$ cat src/rtl/ifu_fetch_buf_if.sv
// Fetch front-end bus: instruction-memory request/response, redirect input
// and the valid/ready instruction stream toward decode.
interface ifu_fetch_buf_if;
  logic        imem_req_valid;
  logic        imem_req_ready;
  logic [31:0] imem_req_addr;
  logic        imem_rsp_valid;
  logic [31:0] imem_rsp_data;
  logic        redirect_valid;
  logic [31:0] redirect_pc;
  logic        instr_valid;
  logic        instr_ready;
  logic [31:0] instr;
  logic [31:0] instr_pc;

  // Fetch-buffer side.
  modport master (
    output imem_req_valid, imem_req_addr, instr_valid, instr, instr_pc,
    input  imem_req_ready, imem_rsp_valid, imem_rsp_data,
           redirect_valid, redirect_pc, instr_ready
  );

  // Memory / branch unit / decode side.
  modport slave (
    input  imem_req_valid, imem_req_addr, instr_valid, instr, instr_pc,
    output imem_req_ready, imem_rsp_valid, imem_rsp_data,
           redirect_valid, redirect_pc, instr_ready
  );
endinterface

$ cat src/rtl/ifu_fetch_buf.sv
// Instruction fetch buffer: sequential word fetch from the PC, in-order
// response buffering with per-entry PCs, and wrong-path discard on redirect.
// Requests are credit-limited so outstanding + buffered never exceeds FIFO_DEPTH.
module ifu_fetch_buf #(
  parameter logic [31:0] PC_RESET   = 32'h0000_0000,
  parameter int unsigned FIFO_DEPTH = 4
) (
  input  logic           clk,
  input  logic           rst_n,
  ifu_fetch_buf_if.master bus
);

  localparam int unsigned AW = $clog2(FIFO_DEPTH);
  localparam int unsigned CW = AW + 1;
  localparam logic [CW:0] DEPTH_W = (CW + 1)'(FIFO_DEPTH);

  typedef enum logic {ST_WAIT, ST_RUN} state_e;

  state_e        state;
  logic [31:0]   pc;
  logic [CW-1:0] outstanding;
  logic [CW-1:0] drop;
  logic [CW-1:0] count;
  logic [AW-1:0] rd_ptr, wr_ptr;
  logic [AW-1:0] sq_rd, sq_wr;

  // Instruction buffer (data + PC) and shadow queue of issued request addresses.
  logic [31:0] data_mem [FIFO_DEPTH];
  logic [31:0] pc_mem   [FIFO_DEPTH];
  logic [31:0] sq_mem   [FIFO_DEPTH];

  logic          credit_ok;
  logic          req_valid;
  logic          req_fire;
  logic          rsp_take;
  logic          push;
  logic          pop;
  logic          buf_valid;
  logic [CW:0]   in_flight;
  logic [CW-1:0] outstanding_nxt;

  // Credit covers both in-flight requests and buffered words, so a push always finds room.
  assign in_flight = {1'b0, outstanding} + {1'b0, count};
  assign credit_ok = in_flight < DEPTH_W;
  assign req_valid = (state == ST_RUN) && !bus.redirect_valid && credit_ok;
  assign req_fire  = req_valid && bus.imem_req_ready;
  // A response with nothing outstanding is spurious and ignored entirely.
  assign rsp_take  = bus.imem_rsp_valid && (outstanding != '0);
  assign push      = rsp_take && (drop == '0) && !bus.redirect_valid;
  assign buf_valid = (count != '0);
  assign pop       = buf_valid && bus.instr_ready;

  assign outstanding_nxt = outstanding + CW'(req_fire) - CW'(rsp_take);

  assign bus.imem_req_valid = req_valid;
  assign bus.imem_req_addr  = pc;
  assign bus.instr_valid    = buf_valid;
  assign bus.instr          = buf_valid ? data_mem[rd_ptr] : '0;
  assign bus.instr_pc       = buf_valid ? pc_mem[rd_ptr]   : '0;

  // Control state: FSM, fetch PC, credit/drop counters and queue pointers.
  // NOTE: sequential state uses non-blocking assignments so every register samples pre-edge values.
  always_ff @(posedge clk or negedge rst_n) begin
    if (!rst_n) begin
      state       <= ST_WAIT;
      pc          <= PC_RESET;
      outstanding <= '0;
      drop        <= '0;
      count       <= '0;
      rd_ptr      <= '0;
      wr_ptr      <= '0;
      sq_rd       <= '0;
      sq_wr       <= '0;
    end else begin
      case (state)
        ST_WAIT: state <= ST_RUN;
        ST_RUN:  state <= ST_RUN;
        default: state <= ST_WAIT;
      endcase

      outstanding <= outstanding_nxt;
      // Shadow queue tracks every request, wrong-path or not, until its response returns.
      if (req_fire) sq_wr <= sq_wr + 1'b1;
      if (rsp_take) sq_rd <= sq_rd + 1'b1;

      if (bus.redirect_valid) begin
        // Everything still in flight after this cycle belongs to the old path.
        pc     <= bus.redirect_pc & ~32'h3;
        drop   <= outstanding_nxt;
        count  <= '0;
        rd_ptr <= wr_ptr;
      end else begin
        if (req_fire) pc <= pc + 32'd4;
        if (rsp_take && (drop != '0)) drop <= drop - 1'b1;
        if (push) wr_ptr <= wr_ptr + 1'b1;
        if (pop)  rd_ptr <= rd_ptr + 1'b1;
        count <= count + CW'(push) - CW'(pop);
      end
    end
  end

  // Storage writes: issued address into the shadow queue, accepted response into the buffer.
  // NOTE: storage arrays carry no reset; only slots marked live by the pointers/count are ever read.
  always_ff @(posedge clk) begin
    if (req_fire) sq_mem[sq_wr] <= pc;
    if (push) begin
      data_mem[wr_ptr] <= bus.imem_rsp_data;
      pc_mem[wr_ptr]   <= sq_mem[sq_rd];
    end
  end

endmodule

$ cat src/flat_wrapper.sv
// flat-port wrapper written by rule: the top's interface ports become plain ports
module ifu_fetch_buf_flat 
#(
  parameter logic [31:0] PC_RESET   = 32'h0000_0000,
  parameter int unsigned FIFO_DEPTH = 4
)
  (clk, rst_n, bus_imem_req_valid, bus_imem_req_addr, bus_instr_valid, bus_instr, bus_instr_pc, bus_imem_req_ready, bus_imem_rsp_valid, bus_imem_rsp_data, bus_redirect_valid, bus_redirect_pc, bus_instr_ready);
  ifu_fetch_buf_if bus_i ();
  input  logic clk;
  input  logic rst_n;
  output wire logic [$bits(bus_i.imem_req_valid)-1:0] bus_imem_req_valid;
  output wire logic [$bits(bus_i.imem_req_addr)-1:0] bus_imem_req_addr;
  output wire logic [$bits(bus_i.instr_valid)-1:0] bus_instr_valid;
  output wire logic [$bits(bus_i.instr)-1:0] bus_instr;
  output wire logic [$bits(bus_i.instr_pc)-1:0] bus_instr_pc;
  input wire logic [$bits(bus_i.imem_req_ready)-1:0] bus_imem_req_ready;
  input wire logic [$bits(bus_i.imem_rsp_valid)-1:0] bus_imem_rsp_valid;
  input wire logic [$bits(bus_i.imem_rsp_data)-1:0] bus_imem_rsp_data;
  input wire logic [$bits(bus_i.redirect_valid)-1:0] bus_redirect_valid;
  input wire logic [$bits(bus_i.redirect_pc)-1:0] bus_redirect_pc;
  input wire logic [$bits(bus_i.instr_ready)-1:0] bus_instr_ready;
  assign bus_imem_req_valid = bus_i.imem_req_valid;
  assign bus_imem_req_addr = bus_i.imem_req_addr;
  assign bus_instr_valid = bus_i.instr_valid;
  assign bus_instr = bus_i.instr;
  assign bus_instr_pc = bus_i.instr_pc;
  assign bus_i.imem_req_ready = bus_imem_req_ready;
  assign bus_i.imem_rsp_valid = bus_imem_rsp_valid;
  assign bus_i.imem_rsp_data = bus_imem_rsp_data;
  assign bus_i.redirect_valid = bus_redirect_valid;
  assign bus_i.redirect_pc = bus_redirect_pc;
  assign bus_i.instr_ready = bus_instr_ready;
  ifu_fetch_buf #(.PC_RESET(PC_RESET), .FIFO_DEPTH(FIFO_DEPTH)) u_core (.clk(clk), .rst_n(rst_n), .bus(bus_i));
endmodule
$ cat config.mk
export PLATFORM = sky130hd
export DESIGN_NAME = ifu_fetch_buf_flat
export DESIGN_NICKNAME = d
export VERILOG_FILES = /design/src/rtl/ifu_fetch_buf_if.sv /design/src/rtl/ifu_fetch_buf.sv /design/src/flat_wrapper.sv
export SDC_FILE = /design/constraint.sdc
export NUM_CORES = 1
export LEC_CHECK = 0
export CORE_MARGIN = 2
export CORE_UTILIZATION = 50
export CTS_CLUSTER_DIAMETER = 120
export DETAILED_ROUTE_END_ITERATION = 10
export DONT_BUFFER_PORTS = 1
export GPL_TIMING_DRIVEN = 0
export PLACE_DENSITY_LB_ADDON = 0.05
export SYNTH_ARGS = -nofsm -noshare
export SYNTH_HDL_FRONTEND = slang
export SYNTH_SLANG_ARGS = --single-unit
$ cat constraint.sdc
create_clock -name clk -period 6.55 [get_ports clk]
set_clock_uncertainty 0.05 [all_clocks]
set_input_delay 0.3275 -clock clk [delete_from_list [all_inputs] [get_ports clk]]
set_output_delay 0.3275 -clock clk [all_outputs]
set_load 0.005 [all_outputs]
==> results of run 1 <==
worst max-delay path, cell delays in order (launching register included):
cell and delay, ps:
dfrtp_1 410, ha_1 280, or4b_4 550, or4b_4 580, clkinv_4 100, buf_6 150, buf_2 260, and2_2 800
metrics by stage:
| step | cells | utilization |
|---|---|---|
| after floorplan | 880 | - |
| after global placement | 1322 | 0.5255 |
| after detailed placement | 1326 | 0.5293 |
| after CTS | 1468 | 0.5896 |
| after global routing | 1468 | 0.5896 |
| final | 1468 | 0.5896 |
cell families after synthesis:
kind of cell             synth area share
flip-flops                         0.7391
AND/OR/NAND/NOR                   0.06725
buffers and inverters             0.01751
multiplexers                       0.1256
adder cells (fa/ha/maj)           0.01525
other                           0.0004530
XOR/XNOR                         0.005812
AO/OA/AOI/OAI                     0.02906
per-layer routing:
| layer | share of wire | global-route usage | vias up |
|---|---|---|---|
| met5 | 0 | 0 | - |
| met4 | 0.016 | 0.05039 | 0 |
| met3 | 0.074 | 0.04911 | 48 |
| met2 | 0.49 | 0.3435 | 327 |
| met1 | 0.42 | 0.2644 | 4392 |
| li1 | - | - | 3717 |
path summary, 6_finish.rpt:
path                                           endpoint  cells past startpoint                  start  slack, ps
max                                u_core.sq_mem[3][20]                      7  u_core.outstanding[2]       2970
min                                     u_core.sq_rd[0]                      2     bus_imem_rsp_valid         50
max reg2reg                        u_core.sq_mem[3][20]                      7  u_core.outstanding[2]       2970
min reg2reg                            u_core.rd_ptr[1]                      2       u_core.wr_ptr[1]        540
max in group asynchronous  u_core.bus.imem_req_addr[28]                      2                  rst_n       5940
min in group asynchronous  u_core.bus.imem_req_addr[17]                      2                  rst_n        240
cell type report:
| cell class | instances | area [um2] |
|---|---|---|
| fillers | 2424 | 13390 |
| multi-input cells | 401 | 4061 |
| repair buffers | 69 | 778.2 |
| inverters | 18 | 72.57 |
| flip-flops and latches | 416 | 12250 |
| clock inverters | 17 | 103.9 |
| well taps | 442 | 553.0 |
| plain buffers | 45 | 217.7 |
| clock buffers | 60 | 1192 |
cell usage in the layout (no fill, tap or decap), types with 4 or more instances in the layout:
cell             n
nand4_1          9
a21oi_1          8
edfxtp_1       368
clkbuf_16       45
ha_1            17
o311ai_1         8
nor2b_1          8
and3_1           5
dlygate4sd3_1   64
and2_2           4
buf_1            6
mux4_2          92
nor3_1           4
nand3_1         15
and2_1          65
nand2_1         48
buf_4            4
o21ai_0         18
o211ai_1         9
or3_1            4
dfrtp_1         48
a31oi_1          5
inv_1           17
conb_1           5
clkinv_1        11
and2_4           4
buf_2            9
clkbuf_1        37
o21ai_1         14
buf_16           5
nor2_1          17
xnor2_1          8
repair_timing:
| item | CTS | global route |
|---|---|---|
| hold endpoints to repair | 206 | 0 |
| endpoints found under the setup margin | 0 | 0 |
| hold buffers | 65 | 0 |
where the power goes:
group,internal [mW],switching [mW]
sequential,3.21,0.152
combinational,0.814,0.974
clock,1.31,0.937
sequential cells by signal (all words and copies together), names as in the netlist, 3 cells and up:
signal                    flops
u_core.pc_mem               120
u_core.count                  3
u_core.outstanding            3
u_core.bus.imem_req_addr     30
u_core.sq_mem               120
u_core.data_mem             128
u_core.drop                   3
==> run metrics, run 1 <==
outcome=complete, no violations; final WL=34290 um; NumNets Final=1082; synthesized flop and latch total=416; Post-CTS Setup Bufs=0; unrepaired setup endpoints after global routing=false; DPL Wire Length=21820 um; Fin Hold WS=54.74 ps; placer congestion estimate=0.9214; Post-synth EDFFs=368; first-pass GRT wire length=52030 um; VDD IR-drop max=0.1902 mV; Cell Pwr Density=384.4 nW/um2; CTS clk-pin slew, worst paths=60 ps; placeable core area=32620 um2; FP Rows=66; Final Hold Fails=0; post-synthesis async set-or-reset flop share=0.1154; overall global routing resource usage=0.2023; Final ANT Viol Nets=0; ys flop type=edfxtp_1; diode count=0; Vias/cell=5.779; via total after detailed routing=8484; fin area=19230 um2; FMAX=0.2790 GHz; Initial Util=0.5082; synth cell count leaders=368 x edfxtp_1, 92 x mux4_2, 73 x and2_1; overall power=7.393 mW; GRT overflow=0; Mapped Cells=877; pre-CTS WS=2928 ps; setup TNS=0 ps; critical path data required time=6650 ps; Yosys warning total=0; Final Max Slew Viols=0; syn avg cell area=18.90 um2; max-capacitance violation count=0; CP Launch Type=flop; post-synth top area cell=edfxtp_1; final worst slack=2965 ps; most numerous cell in the Yosys netlist=edfxtp_1; final setup fails=0; TritonCTS buffer count=42; area grow syn2layout=16.01%; largest net degree at the start of global routing=54; CTS tree=yes; DRT iter0 DRCs=776; DR WL/cell=23.36 um; share of the yosys chip area belonging to registers=0.7391; post-synthesis instance area=16580 um2; vias in the first global route=8956; Buffers on Ports=0; Longest Clk Path Bufs=3; Yosys cell types=50; Post-CTS Resized=0; Die Wd=186.1 um; fin crit share=0.5473; Min Clock Period, post-route=3585 ps; Synth top area share=0.6666; CTS sink count=416; CTS Root Cell=clkbuf_16; DRC=0; clock latency on the worst-skew pair=530 ps; Ports=168; crit path max fanout=30; Max transition margin=0.3620; Slew @ Worst Pin=957.0 ps; crit path DAT=3680 ps; critical path class=reg2reg; antenna violations before repair=0; Pleak=6.403 nW; htree depth=2; Post-Place Cell Area=17270 um2; Area contributors post-synth=edfxtp_1 67%, mux4_2 12%, dfrtp_1 7.2%, and2_1 2.8%, ha_1 1.3%; fraction of layout cells with a size suffix above 1=0.1784; area of the die=34630 um2; drt pass-1 iters=5; height of the die=186.1 um; Hold Crit Class=in2reg; Setup crit end kind=flop
Note: power is estimated with default switching activity, not from simulation.
==> inputs of run 2 (changes only) <==
Clock period 6.55 ns to 3.4 ns, I/O delays scaled along.
==> run metrics, run 2 (synthesized netlist as in run 1, its figures left out) <==
Largest Register=u_core.data_mem; overall global routing resource usage=0.2020 (-0.0002614); fin area=19270 um2 (+0.21%); CP Launch Point=u_core.bus.imem_req_addr[10]; diode count=0 (unchanged); FP Rows=66 (unchanged); area of the die=34630 um2 (unchanged); Die Wd=186.1 um (unchanged); footprint of the multi-input gates=4066 um2 (+0.12%); fin crit share=0.9632 (+0.4159); commonest non-fill, non-tap cells in the layout=368 x edfxtp_1, 92 x mux4_2, 68 x dlygate4sd3_1, 65 x and2_1; clock latency on the worst-skew pair=540 ps (about the same); Worst Hold Depth=3 (+1); Crit path largest cell delay=650 ps (-150 ps); instance count on the critical path=7 (unchanged); GRT overflow=0 (unchanged); htree depth=2 (unchanged); via total after detailed routing=8463 (-0.25%); Post-Place Cell Area=17270 um2 (unchanged); DR WL/cell=23.31 um (-0.19%); R2R setup slack=130 ps (-2840 ps); combinational share of power=0.243 (about the same); crit path max fanout=12 (-60%); CTS Root Cell=clkbuf_16; vias in the first global route=8998 (+0.47%); Critical R2R Capture=u_core.bus.imem_req_addr[21]; Cell Pwr Density=739.9 nW/um2 (+92%); final WL=34290 um (about the same); placeable core area=32620 um2 (unchanged); DPL Wire Length=21820 um (unchanged); critical path data required time=3810 ps (-2840 ps); Clk pwr share=0.303 (about the same); Cell Int Power=10.28 mW (+93%); critical path endpoint=u_core.bus.imem_req_addr[21]; CP Launch Type=flop; Post-CTS Setup Bufs=0 (unchanged); Slew @ Worst Pin=957.9 ps (+0.9257 ps); fraction of layout cells with a size suffix above 1=0.1778 (-0.0005200); Pleak=6.421 nW (+0.29%); height of the die=186.1 um (unchanged); Most Frequent Cell on Critical Path=nand4_1; Min Clock Period, post-route=3275 ps (-309.9 ps); final setup fails=0 (unchanged); antenna violations before repair=0 (unchanged); DRC=0 (unchanged); NumNets Final=1085 (+0.28%); max-capacitance violation count=0 (unchanged); RR Startpoint=u_core.bus.imem_req_addr[10]; outcome=complete, no violations; CP delay by family, top=simple AND/OR/NAND/NOR gates; most common cell after layout, fill and taps aside=edfxtp_1; Ports=168 (unchanged); Initial Util=0.5082 (unchanged); Buffers on Ports=0 (unchanged); Final Hold Fails=0 (unchanged); unrepaired setup endpoints after global routing=false; Net Sw Power=3.982 mW (+93%); CTS clk-pin slew, worst paths=70 ps (about the same); largest net degree at the start of global routing=54 (unchanged); Buffers & Inverters on Critical Path=2 (-1); largest registers=u_core.data_mem (128), u_core.pc_mem (120), u_core.sq_mem (120); Final Max Slew Viols=0 (unchanged); placer congestion estimate=0.9214 (unchanged); crit path DAT=3690 ps (about the same); Max transition margin=0.3614 (-0.0006170); max reg flops=128 (unchanged); sequential cell area=12250 um2 (unchanged); CTS sink count=416 (unchanged); area grow syn2layout=16.26%; Vias/cell=5.753 (-0.45%); R2R depth=7 (unchanged); Filler cells=2423 (-0.041%); FMAX=0.3054 GHz (+9.5%); drt pass-1 iters=6 (+1); slowest CP cell=dfrtp_1; sequential share of power=0.454 (about the same); critical path class=reg2reg; Fin Hold WS=25.84 ps (-28.90 ps); switching share of power=0.2792 (about the same); Final ANT Viol Nets=0 (unchanged); Longest Clk Path Bufs=3 (unchanged); VDD IR-drop max=0.3671 mV (+93%); Hold Crit Class=in2reg; CP cell instances=nand4_1, nor4_1, clkbuf_1, and2_1, nand4_1, o211ai_1, dlygate4sd3_1; CTS tree=yes; DRT iter0 DRCs=826 (+6.4%); Setup crit end kind=flop; TritonCTS buffer count=42 (unchanged); first-pass GRT wire length=52010 um (about the same)
[run 2: power by group through the flow]
stage	logic, mW	clock network, mW	registers (mW)
global route	3.83	4.62	6.51
global placement	3.29	0	6.57
CTS	3.54	4.40	6.48
finish	3.46	4.32	6.48
floorplan	2.54	0	6.47
detailed placement	3.42	0	6.58
[run 2: worst register-to-register path, cell delays in order, from the launching register on]
cell	delay, ps
dfrtp_1	650
nand4_1	310
nor4_1	540
clkbuf_1	460
and2_1	280
nand4_1	140
o211ai_1	200
dlygate4sd3_1	580
[run 2: cell type report]
type	count	area share
repair buffers	73	0.04246
well taps	442	0.02870
multi-input cells	401	0.2110
plain buffers	44	0.01110
inverters	18	0.003766
flip-flops and latches	416	0.6357
clock buffers	60	0.06187
clock inverters	17	0.005389
[run 2: what timing repair did]
item | in CTS | in global routing
gates cloned | 0 | 0
endpoints found under the setup margin | 121 | 68
hold endpoints to repair | 207 | 0
hold buffers | 69 | 0
gates resized for setup | 2 | 4
[run 2: worst min path at each step]
stage / to / start / slack, ps
6_report: u_core.bus.imem_req_addr[17] / bus_redirect_valid / 30
5_1_grt: u_core.bus.imem_req_addr[2] / bus_redirect_valid / 30
4_1_cts: u_core.bus.imem_req_addr[17] / bus_redirect_valid / 5
3_5_place_dp: u_core.bus.imem_req_addr[19] / rst_n / -170
3_3_place_gp: u_core.bus.imem_req_addr[17] / rst_n / -170
2_1_floorplan: u_core.bus.imem_req_addr[10] / rst_n / -180
[run 2: layer usage]
metal  GRT usage  wire (um)  vias to the layer above
met3     0.04852       2400                       46
met5           0          0                        -
met1      0.2654      14470                     4376
met2      0.3420      16900                      312
met4     0.05039        522                        0
li1            -          -                     3729
[run 2: metrics by stage]
| stage | utilization | instances | setup slack, ps | power [mW] | setup TNS [ps] |
|---|---|---|---|---|---|
| after floorplan | - | 880 | 37.90 | 9.008 | 0 |
| final | 0.5908 | 1471 | 125.3 | 14.26 | 0 |
| after global placement | 0.5255 | 1322 | -1101 | 9.863 | -355440 |
| after CTS | 0.5907 | 1471 | -0.4003 | 14.42 | -0.5478 |
| after detailed placement | 0.5293 | 1326 | -222.4 | 10.01 | -24510 |
| after global routing | 0.5908 | 1471 | 15.64 | 14.95 | 0 |
